`src/rtl/vae_pkg.sv`:
```
// Shared types and constants for the VAE anomaly-scoring datapath.
// Latency: n/a (declarations only).
// Backpressure: n/a.
package vae_pkg;

    localparam int DATA_W = 16;   // signed Q6.10 feature width
    localparam int FRAC_W = 10;   // fractional bits of a feature
    localparam int N_FEAT = 9;    // features per record (1..15)
    localparam int ADDR_W = 4;    // BRAM address width
    localparam int ACC_W  = 32;   // unsigned Q22.10 score width

    // 1.0 in Q6.10
    localparam logic signed [DATA_W-1:0] ONE = 16'sh0400;

    typedef enum logic [1:0] {
        IDLE  = 2'd0,
        RUN   = 2'd1,
        DRAIN = 2'd2,
        DONE  = 2'd3
    } state_t;

    // Width of one squared-error term after dropping FRAC_W fraction bits
    function automatic int term_width(input int dw, input int fw);
        return 2 * dw + 2 - fw;
    endfunction

endpackage

```
`src/rtl/sq_err_unit.sv`:
```
// Squared error of one feature pair: (xref - xout)^2 >> FRAC_W, truncated.
// Latency: 2 enabled cycles (difference register, then term register).
// Backpressure: none; en=0 freezes both stages, flush empties them.
module sq_err_unit #(
    parameter int DATA_W = 16,
    parameter int FRAC_W = 10,
    parameter int TERM_W = 2 * DATA_W + 2 - FRAC_W
) (
    input  logic              clk,
    input  logic              rst_n,
    input  logic              en,
    input  logic              flush,
    input  logic              in_vld,
    input  logic [DATA_W-1:0] xref,
    input  logic [DATA_W-1:0] xout,
    output logic              mid_vld,
    output logic              out_vld,
    output logic [TERM_W-1:0] term
);

    localparam int DIFF_W = DATA_W + 1;
    localparam int SQ_W   = 2 * DATA_W + 2;

    logic signed [DIFF_W-1:0] diff_nx;
    logic signed [DIFF_W-1:0] diff;
    logic signed [SQ_W-1:0]   diff_ext;
    logic signed [SQ_W-1:0]   sq;

    // One extra bit keeps 0x7FFF - 0x8000 = 65535 exact
    assign diff_nx  = DIFF_W'($signed(xref)) - DIFF_W'($signed(xout));
    assign diff_ext = SQ_W'(diff);
    assign sq       = diff_ext * diff_ext;

    // Two-stage pipe: difference, then squared and rescaled term
    always_ff @(posedge clk or negedge rst_n) begin
        if (!rst_n) begin
            mid_vld <= 1'b0;
            diff    <= '0;
            out_vld <= 1'b0;
            term    <= '0;
        end else if (en) begin
            if (flush) begin
                mid_vld <= 1'b0;
                out_vld <= 1'b0;
            end else begin
                mid_vld <= in_vld;
                out_vld <= mid_vld;
                if (in_vld) begin
                    diff <= diff_nx;
                end
                // sq is never negative, so the shift is a plain truncation
                if (mid_vld) begin
                    term <= TERM_W'(sq >> FRAC_W);
                end
            end
        end
    end

endmodule

```
`src/rtl/recon_error_score.sv`:
```
// Reads N_FEAT original/reconstructed features, sums squared errors, flags score > threshold.
// Latency: done is high N_FEAT+3 enabled cycles after start is sampled.
// Backpressure: start only accepted while ready; en=0 stalls everything and drops BRAM enables.
module recon_error_score #(
    parameter int DATA_W = vae_pkg::DATA_W,
    parameter int FRAC_W = vae_pkg::FRAC_W,
    parameter int N_FEAT = vae_pkg::N_FEAT,
    parameter int ADDR_W = vae_pkg::ADDR_W,
    parameter int ACC_W  = vae_pkg::ACC_W
) (
    input  logic              clk,
    input  logic              rst_n,
    input  logic              en,
    input  logic              clr,
    input  logic              start,
    output logic              ready,
    output logic              done,
    input  logic [ACC_W-1:0]  threshold,
    output logic              xref_enb,
    output logic [ADDR_W-1:0] xref_addrb,
    input  logic [DATA_W-1:0] xref_doutb,
    output logic              xout_enb,
    output logic [ADDR_W-1:0] xout_addrb,
    input  logic [DATA_W-1:0] xout_doutb,
    output logic [ACC_W-1:0]  score,
    output logic              anomaly
);

    import vae_pkg::*;

    localparam int                TERM_W    = term_width(DATA_W, FRAC_W);
    localparam logic [ADDR_W-1:0] LAST_ADDR = ADDR_W'(N_FEAT - 1);

    state_t              state;
    state_t              state_nx;
    logic [ADDR_W-1:0]   addr;
    logic                d1_vld;
    logic                mid_vld;
    logic                term_vld;
    logic [TERM_W-1:0]   term;
    logic [ACC_W-1:0]    acc;
    logic [ACC_W-1:0]    acc_fin;
    logic                start_ok;
    logic                drained;
    logic                finish;

    assign start_ok = (state == IDLE) && start;
    // Nothing left in flight except possibly the final term
    assign drained  = !d1_vld && !mid_vld;
    assign finish   = (state == DRAIN) && drained;
    // Final sum folds in the last term so the score is ready on the DONE entry edge
    assign acc_fin  = acc + (term_vld ? ACC_W'(term) : '0);

    // State register
    always_ff @(posedge clk or negedge rst_n) begin
        if (!rst_n) begin
            state <= IDLE;
        end else if (en) begin
            state <= state_nx;
        end
    end

    // Next-state logic; clr wins over everything including start
    always_comb begin
        state_nx = state;
        if (clr) begin
            state_nx = IDLE;
        end else begin
            case (state)
                IDLE:    if (start) state_nx = RUN;
                RUN:     if (addr == LAST_ADDR) state_nx = DRAIN;
                DRAIN:   if (drained) state_nx = DONE;
                DONE:    state_nx = IDLE;
                default: state_nx = IDLE;
            endcase
        end
    end

    // FSM outputs; read enables follow en so a stalled cycle issues no read
    always_comb begin
        ready    = (state == IDLE);
        done     = (state == DONE);
        xref_enb = (state == RUN) && en;
        xout_enb = (state == RUN) && en;
    end

    assign xref_addrb = addr;
    assign xout_addrb = addr;

    // Shared read address, stepping once per enabled RUN cycle
    always_ff @(posedge clk or negedge rst_n) begin
        if (!rst_n) begin
            addr <= '0;
        end else if (en) begin
            if (clr || start_ok) begin
                addr <= '0;
            end else if ((state == RUN) && (addr != LAST_ADDR)) begin
                addr <= addr + 1'b1;
            end
        end
    end

    // BRAM data is valid one enabled cycle after an address is issued
    always_ff @(posedge clk or negedge rst_n) begin
        if (!rst_n) begin
            d1_vld <= 1'b0;
        end else if (en) begin
            d1_vld <= !clr && (state == RUN);
        end
    end

    sq_err_unit #(
        .DATA_W (DATA_W),
        .FRAC_W (FRAC_W),
        .TERM_W (TERM_W)
    ) u_sq_err (
        .clk     (clk),
        .rst_n   (rst_n),
        .en      (en),
        .flush   (clr),
        .in_vld  (d1_vld),
        .xref    (xref_doutb),
        .xout    (xout_doutb),
        .mid_vld (mid_vld),
        .out_vld (term_vld),
        .term    (term)
    );

    // Running sum of squared-error terms for the current record
    always_ff @(posedge clk or negedge rst_n) begin
        if (!rst_n) begin
            acc <= '0;
        end else if (en) begin
            if (clr || start_ok) begin
                acc <= '0;
            end else if (term_vld) begin
                acc <= acc_fin;
            end
        end
    end

    // Result registers: loaded on entry to DONE, held until the next record or clr
    always_ff @(posedge clk or negedge rst_n) begin
        if (!rst_n) begin
            score   <= '0;
            anomaly <= 1'b0;
        end else if (en) begin
            if (clr) begin
                score   <= '0;
                anomaly <= 1'b0;
            end else if (finish) begin
                score   <= acc_fin;
                anomaly <= (acc_fin > threshold);
            end
        end
    end

endmodule

```
`config.mk`:
```
export PLATFORM = sky130hd
export DESIGN_NAME = recon_error_score
export DESIGN_NICKNAME = d
export VERILOG_FILES = /design/src/rtl/vae_pkg.sv /design/src/rtl/sq_err_unit.sv /design/src/rtl/recon_error_score.sv
export SDC_FILE = /design/constraint.sdc
export NUM_CORES = 1
export LEC_CHECK = 0
export CORE_ASPECT_RATIO = 0.7
export CORE_MARGIN = 2
export CORE_UTILIZATION = 56
export DETAILED_ROUTE_END_ITERATION = 16
export GPL_TIMING_DRIVEN = 0
export PLACE_DENSITY_LB_ADDON = 0.25
export SLEW_MARGIN = 20
export SYNTH_ARGS = -nofsm -noshare
export SYNTH_HDL_FRONTEND = slang
export SYNTH_SLANG_ARGS = --single-unit
```
`constraint.sdc`:
```
create_clock -name clk -period 6.2 [get_ports clk]
set_input_delay 1.24 -clock clk [delete_from_list [all_inputs] [get_ports clk]]
set_output_delay 1.24 -clock clk [all_outputs]
set_load 0.02 [all_outputs]
```
==> results.md <==
- Outcome: complete, no violations
- DRC violations left: 0
- CTS hold repair buffers: 0
- Routed length per instance: ~18 um
- Antenna-violating nets left: 0
- Detailed Route Iter0 Violations: 912
- Slowest cell on the critical path: sky130_fd_sc_hd__fa_1
- Drt pass-1 iters: 5
- Buffers from clock root to sink, at most: 2
- Warnings, synthesis: 0
- Count of input and output buffers: ~110
- Fill count: approximately 2400
- Number of enable flip-flop cells after synthesis: 0
- Global Route met1 Usage: 40.8%
- Via count of the first global-routing pass: approximately 13000
- FF+latch count, synth: between 100 and 150
- Cell breakdown of the critical path: clkbuf_8, buf_8, and2_4, fa_1, inv_1, fa_1, fa_1, inv_1, fa_1, fa_1, inv_1, fa_1, inv_1, ha_4, o21ai_1, o21bai_1, a21oi_2, o211a_1, a211o_4, nand3_4, a41oi_2, xnor2_2, o21ai_0
- Kind of critical path: reg2reg
- TritonCTS Sinks: 115
- Worst Tran Pin Value: 0.905 ns
- Global-route wire length before repair: about 69000 um
- Portion of the post-synthesis area used by sequential elements: between 10% and 20%
- Endpoint kind of the worst setup timing path: flip-flop
- Kind of launch point of the worst setup path: flip-flop
- FF+latch area: between 2000 and 3000 um^2
- Post-synth ARST share: 100%
- Fmax achieved: 164 MHz
- Final setup violating endpoints: 0
- Wire length reported by the detailed router: roughly 43000 um
- Clock buffer count from CTS: 17
- Leading cell types in the layout, fill and taps excluded: sky130_fd_sc_hd__inv_1 (415), sky130_fd_sc_hd__fa_1 (266), sky130_fd_sc_hd__ha_1 (161)
- Critical Path Max Stage Delay: about 0.54 ns
- Register-to-register setup slack: ~0.11 ns
- Top Ports: roughly 110
- Worst EP arrival: 6.40 ns
- Post-Syn Instances: between 1500 and 2000
- # nets final: between 2000 and 3000
- Final worst path period need: about 6.1 ns
- Post-synthesis average cell area: a little over 9 um^2
- PnR worst setup slack: between 0.1 and 0.15 ns
- Vias post-DR: about 13000
- Die extent in x: 213 um
- Highest fanout seen on the critical path: 10
- Root buffer cell: sky130_fd_sc_hd__clkbuf_16
- Most common library cell in the layout ignoring fill and taps: sky130_fd_sc_hd__inv_1
- Post-placement cell area: 18800 um^2
- Final hold violations: 0
- Fraction of layout instances using a drive strength above 1: roughly 7.9%
- Commonest register cell after synthesis: sky130_fd_sc_hd__dfrtp_1
- Number of max-slew violations in the final report: 0
- Area of all placed cells without fillers: approximately 20000 um^2
- HPWL reported at the end of detailed placement: roughly 35000 um
- Met3 Resource Use GR: approximately 6.6%
- Die outline area: about 32000 um^2
- Clock latency on the worst-skew pair: approximately 0.45 ns
- Final worst clock skew: 0.0148 ns
- Count of distinct cell types in the synthesized netlist: slightly above 70
- Number of vias per cell after detailed routing: 5.45
- Cell mode on critical path: sky130_fd_sc_hd__fa_1
- Share of the cycle needed by the critical path after routing: between 90 and 100%
- Std-Cell Rows: 53
- Clock tree from TritonCTS: built
- Starting density of the core: between 50% and 60%
- GRT overflow: 0
- Net Count, Synth: approximately 2300
- Routability Congestion: between 0.9 and 1
- Cell Area, Synth: between 15000 and 20000 um^2
- Pre-CTS setup slack: -1.08 ns
- Met2 usage in global routing: a little over two fifths
- Busiest layer in global routing: met2
- Core area: about 30000 um^2
- Worst rel slew slack: 39.1%
- Die span in y: roughly 150 um
- Path type of the worst min-delay path: reg2reg
- Number of antenna violations at the first check in global routing: 1
- Number of maximum-capacitance constraint violations: 0
- Multi-input logic area: between 10000 and 15000 um^2
- Maximum number of pins on one net before global-route repair: 61
- Critical path data required time: around 6.5 ns
- H-tree level count: 4
- Clock transition at the registers of the reported paths: about 0.06 ns
- Area growth from synthesis to layout: 17.3%
- Global-route total usage across every layer: 28.2%
[synth_stat cells, types with 15 or more instances]
| library cell | count | share of area, % |
|---|---|---|
| sky130_fd_sc_hd__xnor2_1 | 50 | 2.6 |
| sky130_fd_sc_hd__ha_1 | 167 | 12 |
| sky130_fd_sc_hd__and2_1 | 84 | 3.1 |
| sky130_fd_sc_hd__nor2_1 | 52 | 1.1 |
| sky130_fd_sc_hd__nor2b_1 | 21 | 0.77 |
| sky130_fd_sc_hd__dfrtp_1 | 115 | 17 |
| sky130_fd_sc_hd__a22o_1 | 46 | 2.4 |
| sky130_fd_sc_hd__nand2_1 | 157 | 3.4 |
| sky130_fd_sc_hd__nand4_1 | 15 | 0.55 |
| sky130_fd_sc_hd__nand3_1 | 19 | 0.56 |
| sky130_fd_sc_hd__o21ai_0 | 68 | 2.0 |
| sky130_fd_sc_hd__nor3_1 | 17 | 0.50 |
| sky130_fd_sc_hd__a21o_1 | 37 | 1.6 |
| sky130_fd_sc_hd__fa_1 | 268 | 31 |
| sky130_fd_sc_hd__o21a_1 | 16 | 0.70 |
| sky130_fd_sc_hd__a21oi_1 | 51 | 1.5 |
| sky130_fd_sc_hd__xor2_1 | 26 | 1.3 |
| sky130_fd_sc_hd__inv_1 | 417 | 9.2 |
| sky130_fd_sc_hd__clkbuf_1 | 53 | 1.2 |
[stage by stage]
stage | TNS, ns | hold WS, ns | util, % | cells
after floorplan | 0 | 0.441 | - | 1832
after global placement | -89.80 | 0.461 | 62.4 | 2357
after detailed placement | -12.15 | 0.463 | 62.5 | 2358
after CTS | 0 | 0.476 | 65.4 | 2396
after global routing | -0.227 | 0.492 | 66.8 | 2426
final | 0 | 0.472 | 66.8 | 2426
[sequential cells by signal, indices dropped and copies added (netlist names)]
name              count
score                32
xout_addrb            4
d1_vld                1
u_sq_err.mid_vld      1
u_sq_err.term        24
acc                  32
anomaly               1
state                 2
u_sq_err.diff        17
u_sq_err.out_vld      1
[final timing paths]
kind,start,to,cells past startpoint
min in group asynchronous,rst_n,score[25],1
max,u_sq_err.diff[4],u_sq_err.term[23],23
max reg2reg,u_sq_err.diff[4],u_sq_err.term[23],23
max in group asynchronous,rst_n,u_sq_err.term[7],2
min reg2reg,u_sq_err.term[22],u_sq_err.term[22],2
min,u_sq_err.term[22],u_sq_err.term[22],2
[layout make-up]
| type | instances | area share, % |
|---|---|---|
| antenna | 1 | 0.0125 |
| tap | 412 | 2.57 |
| clock buffer | 21 | 2.30 |
| inverter | 417 | 7.82 |
| multi-input combinational | 1239 | 62.8 |
| clock inverter | 11 | 0.636 |
| sequential | 115 | 14.4 |
| buffer | 59 | 2.09 |
| timing repair buffer | 151 | 7.29 |
[routing by layer]
metal	up-vias	share of wire, %
li1	6130	-
met1	6665	46
met2	381	46
met3	56	7.0
met4	0	1.5
met5	-	0
[worst max-delay path: cells and delay by family (launching register included)]
family / cells / cell delay [ns]
compound gates: 7 / 1.30
flops: 1 / 0.38
xor+xnor: 1 / 0.22
buf+inv: 6 / 0.54
fa+ha+maj: 7 / 3.27
simple gates: 2 / 0.25
[logic make-up after synthesis]
kind of cell,after synthesis,share of synthesized area (%)
buffers and inverters,478,10.6
adder cells (fa/ha/maj),435,43.6
flip-flops,115,16.8
AO/OA/AOI/OAI,312,12.8
XOR/XNOR,76,3.89
AND/OR/NAND/NOR,414,12.1
multiplexers,2,0.117
[timing repair]
action | CTS | global route
resized for setup | 74 | 48
setup buffers | 8 | 29
endpoints found under the setup margin | 21 | 14
pin swaps | 7 | 22
Power is not shown: default switching activity piles up to over one toggle a cycle in this logic, so the estimate is an artifact.
